<file path="src/rtl/clock_set_ctrl_pkg.sv">
// Shared definitions for the HH:MM time-setting front end: FSM encoding,
// BCD field limits and display digit masks.
package clock_set_ctrl_pkg;

  typedef enum logic [1:0] {
    ST_RUN     = 2'd0,
    ST_SET_HR  = 2'd1,
    ST_SET_MIN = 2'd2
  } state_e;

  localparam logic [7:0] HR_MAX  = 8'h23;
  localparam logic [7:0] MIN_MAX = 8'h59;

  localparam logic [3:0] MASK_HR   = 4'b1100;
  localparam logic [3:0] MASK_MIN  = 4'b0011;
  localparam logic [3:0] MASK_NONE = 4'b0000;

endpackage

</file>
<file path="src/rtl/clock_set_ctrl_btn_debounce.sv">
// Push-button conditioner: 2-flop synchronizer, stable-level debounce
// counter and a one-cycle pulse on each accepted 0->1 change.
module btn_debounce #(
  parameter int DEB_CYCLES = 1000000
) (
  input  logic clk,
  input  logic CRbar,
  input  logic btn_raw,
  output logic press
);

  localparam int CW = (DEB_CYCLES > 1) ? $clog2(DEB_CYCLES) : 1;
  localparam logic [CW-1:0] CNT_LAST = CW'(DEB_CYCLES - 1);

  logic          sync1_q, sync1_d;
  logic          sync2_q, sync2_d;
  logic          level_q, level_d;
  logic          press_q, press_d;
  logic [CW-1:0] cnt_q,   cnt_d;

  // The count only advances while the synchronized input disagrees with the
  // accepted level; any agreement (a bounce back) restarts it from zero.
  always_comb begin
    sync1_d = btn_raw;
    sync2_d = sync1_q;
    level_d = level_q;
    cnt_d   = '0;
    if (sync2_q != level_q) begin
      if (cnt_q == CNT_LAST) begin
        level_d = sync2_q;
      end else begin
        cnt_d = cnt_q + CW'(1);
      end
    end
    press_d = level_d & ~level_q;
  end

  always_ff @(posedge clk or negedge CRbar) begin
    if (!CRbar) begin
      sync1_q <= 1'b0;
      sync2_q <= 1'b0;
      level_q <= 1'b0;
      press_q <= 1'b0;
      cnt_q   <= '0;
    end else begin
      sync1_q <= sync1_d;
      sync2_q <= sync2_d;
      level_q <= level_d;
      press_q <= press_d;
      cnt_q   <= cnt_d;
    end
  end

  assign press = press_q;

endmodule

</file>
<file path="src/rtl/clock_set_ctrl.sv">
// Time-setting edit controller: captures the running time, steps hours and
// minutes in BCD, and commits the result with a one-cycle load strobe.
//
//   state      | meaning
//   -----------+-------------------------------------------------------
//   ST_RUN     | clock counts, display shows cur_time, inc ignored
//   ST_SET_HR  | inc steps hour 00..23, hour digits blink
//   ST_SET_MIN | inc steps minute 00..59, minute digits blink; mode commits
module clock_set_ctrl
  import clock_set_ctrl_pkg::*;
#(
  parameter int DEB_CYCLES   = 1000000,
  parameter int BLINK_CYCLES = 25000000
) (
  input  logic        clk,
  input  logic        CRbar,
  input  logic        btn_mode,
  input  logic        btn_inc,
  input  logic [15:0] cur_time,
  output logic [15:0] set_time,
  output logic        load,
  output logic        running,
  output logic        disp_sel,
  output logic [3:0]  blink_mask
);

  localparam int BW = (BLINK_CYCLES > 1) ? $clog2(BLINK_CYCLES) : 1;
  localparam logic [BW-1:0] BLINK_LAST = BW'(BLINK_CYCLES - 1);

  logic mode_p, inc_p;

  btn_debounce #(.DEB_CYCLES(DEB_CYCLES)) u_db_mode (
    .clk     (clk),
    .CRbar   (CRbar),
    .btn_raw (btn_mode),
    .press   (mode_p)
  );

  btn_debounce #(.DEB_CYCLES(DEB_CYCLES)) u_db_inc (
    .clk     (clk),
    .CRbar   (CRbar),
    .btn_raw (btn_inc),
    .press   (inc_p)
  );

  // Any malformed field (bad digit or out of range) recovers to 00.
  function automatic logic [7:0] bcd_inc(input logic [7:0] val,
                                         input logic [7:0] max_val);
    logic [7:0] r;
    r = 8'h00;
    if ((val[7:4] > 4'd9) || (val[3:0] > 4'd9) || (val >= max_val)) begin
      r = 8'h00;
    end else if (val[3:0] == 4'd9) begin
      r = {val[7:4] + 4'd1, 4'd0};
    end else begin
      r = {val[7:4], val[3:0] + 4'd1};
    end
    return r;
  endfunction

  state_e         state_q, state_d;
  logic [15:0]    set_time_q, set_time_d;
  logic           load_q, load_d;
  logic           phase_q, phase_d;
  logic [BW-1:0]  bcnt_q, bcnt_d;

  always_comb begin
    state_d    = state_q;
    set_time_d = set_time_q;
    load_d     = 1'b0;
    phase_d    = phase_q;
    bcnt_d     = bcnt_q;

    if (state_q != ST_RUN) begin
      if (bcnt_q == '0) begin
        phase_d = ~phase_q;
        bcnt_d  = BLINK_LAST;
      end else begin
        bcnt_d = bcnt_q - BW'(1);
      end
    end

    // Mode has priority; a coincident inc pulse is dropped.
    case (state_q)
      ST_RUN: begin
        if (mode_p) begin
          set_time_d = cur_time;
          state_d    = ST_SET_HR;
          phase_d    = 1'b0;
          bcnt_d     = BLINK_LAST;
        end
      end
      ST_SET_HR: begin
        if (mode_p) begin
          state_d = ST_SET_MIN;
        end else if (inc_p) begin
          set_time_d[15:8] = bcd_inc(set_time_q[15:8], HR_MAX);
        end
      end
      ST_SET_MIN: begin
        if (mode_p) begin
          state_d = ST_RUN;
          load_d  = 1'b1;
        end else if (inc_p) begin
          set_time_d[7:0] = bcd_inc(set_time_q[7:0], MIN_MAX);
        end
      end
      default: begin
        state_d = ST_RUN;
      end
    endcase
  end

  always_ff @(posedge clk or negedge CRbar) begin
    if (!CRbar) begin
      state_q    <= ST_RUN;
      set_time_q <= 16'h0000;
      load_q     <= 1'b0;
      phase_q    <= 1'b0;
      bcnt_q     <= '0;
    end else begin
      state_q    <= state_d;
      set_time_q <= set_time_d;
      load_q     <= load_d;
      phase_q    <= phase_d;
      bcnt_q     <= bcnt_d;
    end
  end

  always_comb begin
    blink_mask = MASK_NONE;
    case (state_q)
      ST_SET_HR:  blink_mask = MASK_HR  & {4{phase_q}};
      ST_SET_MIN: blink_mask = MASK_MIN & {4{phase_q}};
      default:    blink_mask = MASK_NONE;
    endcase
  end

  assign running  = (state_q == ST_RUN);
  assign disp_sel = ~running;
  assign set_time = set_time_q;
  assign load     = load_q;

endmodule

</file>
<file path="config.mk">
export PLATFORM = sky130hd
export DESIGN_NAME = clock_set_ctrl
export DESIGN_NICKNAME = d
export VERILOG_FILES = /design/src/rtl/clock_set_ctrl_pkg.sv /design/src/rtl/clock_set_ctrl_btn_debounce.sv /design/src/rtl/clock_set_ctrl.sv
export SDC_FILE = /design/constraint.sdc
export NUM_CORES = 1
export LEC_CHECK = 0
export CAP_MARGIN = 15
export CORE_MARGIN = 2
export CORE_UTILIZATION = 50
export DETAILED_ROUTE_END_ITERATION = 8
export MAX_ROUTING_LAYER = met4
export PLACE_DENSITY = 0.8
export SLEW_MARGIN = 20
export SYNTH_ARGS = -nofsm -noshare
export SYNTH_HDL_FRONTEND = slang
export SYNTH_SLANG_ARGS = --single-unit
</file>
<file path="constraint.sdc">
create_clock -name clk -period 2.25 [get_ports clk]
set_input_delay 0.45 -clock clk [delete_from_list [all_inputs] [get_ports clk]]
set_output_delay 0.45 -clock clk [all_outputs]
set_load 0.005 [all_outputs]
</file>
# Yosys cells after proc, flatten, opt, wreduce, memory -nomap -nowiden

Index checks and enable logic that the tools add are counted.
W data, S select, Z words.

Register bits after elaboration: 93
Output and inout port bits: 23
Logic and storage cells: 102

Add/subtract/negate cells: 7
$lt $le $gt $ge: 6
Eq/ne operators: 17
Mux-type cells: 34
Bitwise logic cells: 6
Reduce and logical (&&, ||, !) cells: 14

Operator list:

| cell                    | number |
|---|---|
| $mux W25                | 4 |
| $mux W20                | 4 |
| $mux W8                 | 8 |
| $add A20 B1 Y20 const B | 2 |
| $eq A20 B20 Y1 const B  | 2 |
| $pmux W8 S2             | 2 |
| $logic_not A25 Y1       | 1 |
| $sub A25 B1 Y25 const B | 1 |
| $add A4 B1 Y4 const B   | 4 |
| $gt A4 B4 Y1 const B    | 4 |
| $mux W16                | 1 |
| $mux W1                 | 10 |
| $ne A2 B1 Y1 const B    | 5 |
| $reduce_and A5 Y1       | 2 |
| $eq A4 B4 Y1 const B    | 2 |
| $ge A8 B6 Y1 const B    | 1 |
| $ge A8 B7 Y1 const B    | 1 |
| $pmux W4 S2             | 1 |
| $reduce_and A4 Y1       | 2 |
| $mux W2                 | 3 |
| $ne A3 B3 Y1 const B    | 2 |
| $pmux W2 S3             | 1 |
| $reduce_bool A2 Y1      | 3 |
| $logic_or A1 B1 Y1      | 4 |
| other kinds (8)         | 14 |

# Depth between registers and ports, before layout

Depth after elaboration: 7
Mapped depth: 8
Gate-level depth less buffers: 7

# Cells and area by module

A second synthesis with hierarchy kept.

Cells, all modules: 528
Area, all modules: 4936.0 µm²

Modules (own cells, without submodules):

| module         | times used | cells each | area each (µm²) |
|---|---|---|---|
| clock_set_ctrl | 1          | 296        | 2663.8 |
| btn_debounce   | 2          | 116        | 1136.1 |

# Least setup slack after synthesis

No wires, ideal clock.

Kind: flip-flop to flip-flop
Start: reg state_q[1]
End: reg set_time_q[9] (netlist: set_time[9])
Arrival time: 1.733 ns
Data required time: 2.129 ns
Slack: 0.396 ns
Stages on the path, launching flop included: 9
Path buffers: 2
Period minus slack after synthesis: 1.854 ns
Cell sequence: dfrtp_1 > inv_1 > ha_1 > buf_2 > nand2_1 > o22ai_1 > clkbuf_1 > o21ai_0 > a22o_1

Word-level cells in the longest chain between the ends: 3

RTL lines:

| what                                                                | RTL line              | text |
|---|---|---|
| start: declaration                                                  | clock_set_ctrl.sv:61  | `state_e state_q, state_d;` |
| start signal: assignment                                            | clock_set_ctrl.sv:122 | `state_q <= state_d;` |
| $logic_not A2 Y1 (*)                                                | --                    |  |
| named net running                                                   | clock_set_ctrl.sv:22  | `output logic running,` |
| $ne A2 B1 Y1 (no source line) or $reduce_bool A2 Y1 (tied branches) | --                    |  |
| $reduce_and A4 Y1 (no source line)                                  | --                    |  |
| end signal: assignment                                              | clock_set_ctrl.sv:123 | `set_time_q <= set_time_d;` |
| end: declaration                                                    | clock_set_ctrl.sv:62  | `logic [15:0] set_time_q, set_time_d;` |

Mark *: on every way through the listed nets, which the timed path passes. The rest lies on a longest branch.
A chain may end at the register's enable or synchronous reset.

# Worst setup path in the final report

Start: reg state_q[1]
End: out blink_mask[3]

Word-level cells in the longest chain between the ends: 2

RTL lines:

| what                                         | RTL line              | text |
|---|---|---|
| $eq A2 B2 Y1 or $eq A2 B1 Y1 (tied branches) | clock_set_ctrl.sv:132 | `case (state_q)` |
| $pmux W4 S2 (*)                              | clock_set_ctrl.sv:132 |  |
| end: declaration                             | clock_set_ctrl.sv:24  | `output logic [3:0] blink_mask` |

Mark *: on every way between the ends. The rest lies on a longest branch, timed or not.

==> results.yml <==
status:
  status: "complete, no violations"
logic_synthesis:
  muxShareOfSynthArea: 0.00759
  synth_seq_cells: 93
  synthSimpleGateAreaFrac: 0.239
  synth_fa_ha_area_frac: 0.0329
  syn_inst: 504
  yosysSeqAreaShare: 0.470
  ys.flop_type: "dfrtp_1"
  synth_xor_area_frac: 0.108
  synth_edf_count: 0
  synth_top_family_by_area: "simple AND/OR/NAND/NOR gates"
  synth-compound-area-share: 0.105
  synth_cell_types: 66
  syn_nets: 537
  async_reset_ff_frac: 1.00
  syn_area_um2: 4950
  synthesis.yosys.warnings: 0
  avgSynthCellArea_um2: 9.82
clock_tree:
  numCtsBuffers: 9
  root_buffer: "clkbuf_8"
  clock_path_buffers: 2
  hold_buffers: 0
  cts.sinks: 93
  clock_latency_ns: 0.37
  htree_num_levels: 3
  clk_pin_slew_worst_paths_ns: 0.09
  cts_tree: "yes"
global_routing:
  gr-total-overflow: 0
  antenna_found_initial: 0
  grt_pass1_wl_um: 17000
  grt_pass1_vias: 3833
  grt_usage: 0.207
  grt_max_degree: 43
cells_and_area:
  area_growth_pct: 16.9
  fin_util: 0.597
  num-nets-final: 587
  antenna_cells: 0
  drive_above_1_share: 0.100
power:
  power.internal_mw: 2.21
  p_leak_nw: 2.66
  seqPwrFrac: 0.585
  combPwrFrac: 0.039
  switchingPower_mw: 0.685
  ir_worst_vdd_v: 0.000372
  swShare: 0.237
  power.density_nw_per_um2: 501
  p_clk_frac: 0.375
sta:
  rsz0062_at_grt: "no"
  relSlewSlack: 0.588
  hold_viol: 0
  fin_skew_ns: 0.00868
  finalSetupViolations: 0
  min_period_ns: 2.16
  drv_slew: 0
  fmax_ghz: 0.462
  post-route-period-util: 0.962
  final.setup.worst_slack_ns: 0.0863
  worst_pin_slew_ns: 0.612
  fin_tns_setup_ns: 0
critical_path:
  reg2reg_slack_ns: 0.24
  worstSetupEndpointType: "output port"
  critPathLaunchType: "register"
  crit_fanout: 4
  reg2reg_depth: 5
  timing.rr.end: "bcnt_q[11]"
  path_class: "reg2out"
  cp.arrival_ns: 1.71
  critPathRequiredTime_ns: 1.80
  reg2reg_from: "bcnt_q[15]"
job:
  drv_cap: 0
floorplanning:
  die_w_um: 103
  row_count: 36
  core_area_um2: 9680
  io_pins: 43
  initial_utilization: 0.511
  die_area_um2: 10700
  fp.dieH_um: 103
min_path:
  hold_class: "in2async"
drt:
  ant_nets: 0
  wl_per_cell_um: 14.2
  dr.first_iter.drc_count: 159
  routed_wl_um: 9840
  vias: 3835
  dr.pass1.iters: 4
  drc: 0
  viasPerCell: 5.54
placement:
  io_buffers: 42
  dp.final_hpwl_um: 7020
  dp_slack_ns: 0.262
  globalplace.congestion: 0.913
-- cell usage in the layout, fill, tap and decap left out, types with 3 or more instances in the layout --
cell / n
a21oi_1: 20
a22o_1: 3
a31oi_1: 7
and2_1: 4
and3_1: 9
and4_1: 3
buf_4: 15
clkbuf_8: 11
clkdlybuf4s50_1: 37
dfrtp_1: 93
ha_1: 10
inv_1: 18
nand2_1: 39
nand2b_1: 4
nand3_1: 25
nand3b_1: 4
nand4_1: 11
nor2_1: 65
nor2b_1: 5
nor3_1: 14
nor3b_1: 3
nor4_1: 9
nor4_2: 3
nor4b_1: 4
o21ai_0: 10
o22ai_1: 6
o31ai_1: 3
o32ai_1: 6
xnor2_1: 25
xor2_1: 36
-- repair_timing --
item / CTS / global route
resized for setup: 4 / 5
buffers inserted: 1 / 0
setup endpoints to repair: 4 / 3
-- registers in the layout, summed over array words and instances, names as in the netlist --
name / flops
u_db_inc.press: 1
u_db_inc.cnt_q: 20
u_db_mode.sync1_q: 1
u_db_mode.press: 1
u_db_inc.sync2_q: 1
load: 1
set_time: 16
phase_q: 1
u_db_mode.level_q: 1
bcnt_q: 25
u_db_mode.cnt_q: 20
state_q: 2
u_db_mode.sync2_q: 1
u_db_inc.sync1_q: 1
u_db_inc.level_q: 1
-- critical path: stages (launching register included) --
cell and delay (ns):
dfrtp_1 0.41, inv_2 0.10, ha_2 0.20, and2_1 0.14, clkdlybuf4s50_1 0.50
-- routing by layer --
metal  GRT usage  vias up  part of all wire
met5           -        -                 0
met2       0.333       81              0.49
li1            -     1870                 -
met3      0.0390       24             0.035
met1       0.254     1860              0.46
met4      0.0992        0             0.021
-- synthesized netlist by cell type, types with 4 or more instances --
library cell | instances | area (µm²)
xnor2_1 | 25 | 219
nand4_1 | 11 | 68.8
nand2b_1 | 4 | 25.0
nand3_1 | 25 | 125
ha_1 | 13 | 163
and3_1 | 9 | 56.3
dfrtp_1 | 93 | 2330
o22ai_1 | 6 | 37.5
nand2_1 | 39 | 146
xor2_1 | 36 | 315
a31oi_1 | 7 | 43.8
nand3b_1 | 4 | 30.0
nor4_1 | 9 | 56.3
nor4b_1 | 4 | 35.0
nor2_1 | 65 | 244
nor3_1 | 14 | 70.1
o21ai_0 | 10 | 50.1
buf_2 | 4 | 20.0
and2_1 | 4 | 25.0
a21oi_1 | 20 | 100
clkbuf_1 | 8 | 30.0
o32ai_1 | 6 | 52.6
inv_1 | 19 | 71.3
nor2b_1 | 5 | 31.3
-- logic make-up after synthesis --
family                   count (synthesis)
AND/OR/NAND/NOR                        218
buffers and inverters                   39
adder cells (fa/ha/maj)                 13
XOR/XNOR                                61
AO/OA/AOI/OAI                           77
flip-flops                              93
multiplexers                             3
-- metrics by stage --
step / area [µm²] / hold WS (ns) / std cells / power [mW]
floorplan: 4950 / 0.154 / 504 / 1.76
global placement: 5560 / 0.334 / 675 / 1.84
detailed placement: 5560 / 0.342 / 675 / 1.85
CTS: 5770 / 0.0935 / 692 / 2.93
global route: 5780 / 0.119 / 692 / 3.00
finish: 5780 / 0.0768 / 692 / 2.90
-- cell type report --
| type | instances | area, µm² |
|---|---|---|
| repair buffers | 58 | 566 |
| clock buffers | 11 | 151 |
| flip-flops and latches | 93 | 2330 |
| well taps | 133 | 166 |
| inverters | 20 | 75.1 |
| multi-input cells | 372 | 2460 |
| clock inverters | 5 | 42.5 |
| fillers | 802 | 3900 |
-- power groups by stage --
stage	sequential, mW	clock (mW)	combinational (mW)
after detailed placement	1.73	0	0.117
after global placement	1.73	0	0.115
final	1.69	1.09	0.114
after CTS	1.69	1.12	0.118
after floorplan	1.73	0	0.0361
after global routing	1.70	1.17	0.129
-- worst max path at each step --
stage | start | end | slack (ns) | depth (start not counted)
2_1_floorplan | state_q[1] | set_time[9] | 0.40 | 8
3_3_place_gp | state_q[1] | disp_sel | 0.34 | 4
3_5_place_dp | state_q[0] | blink_mask[0] | 0.26 | 4
4_1_cts | state_q[1] | disp_sel | -0.03 | 4
5_1_grt | state_q[0] | blink_mask[3] | 0.005 | 4
6_report | state_q[1] | blink_mask[3] | 0.09 | 4
(Power assumes the default switching activity.)
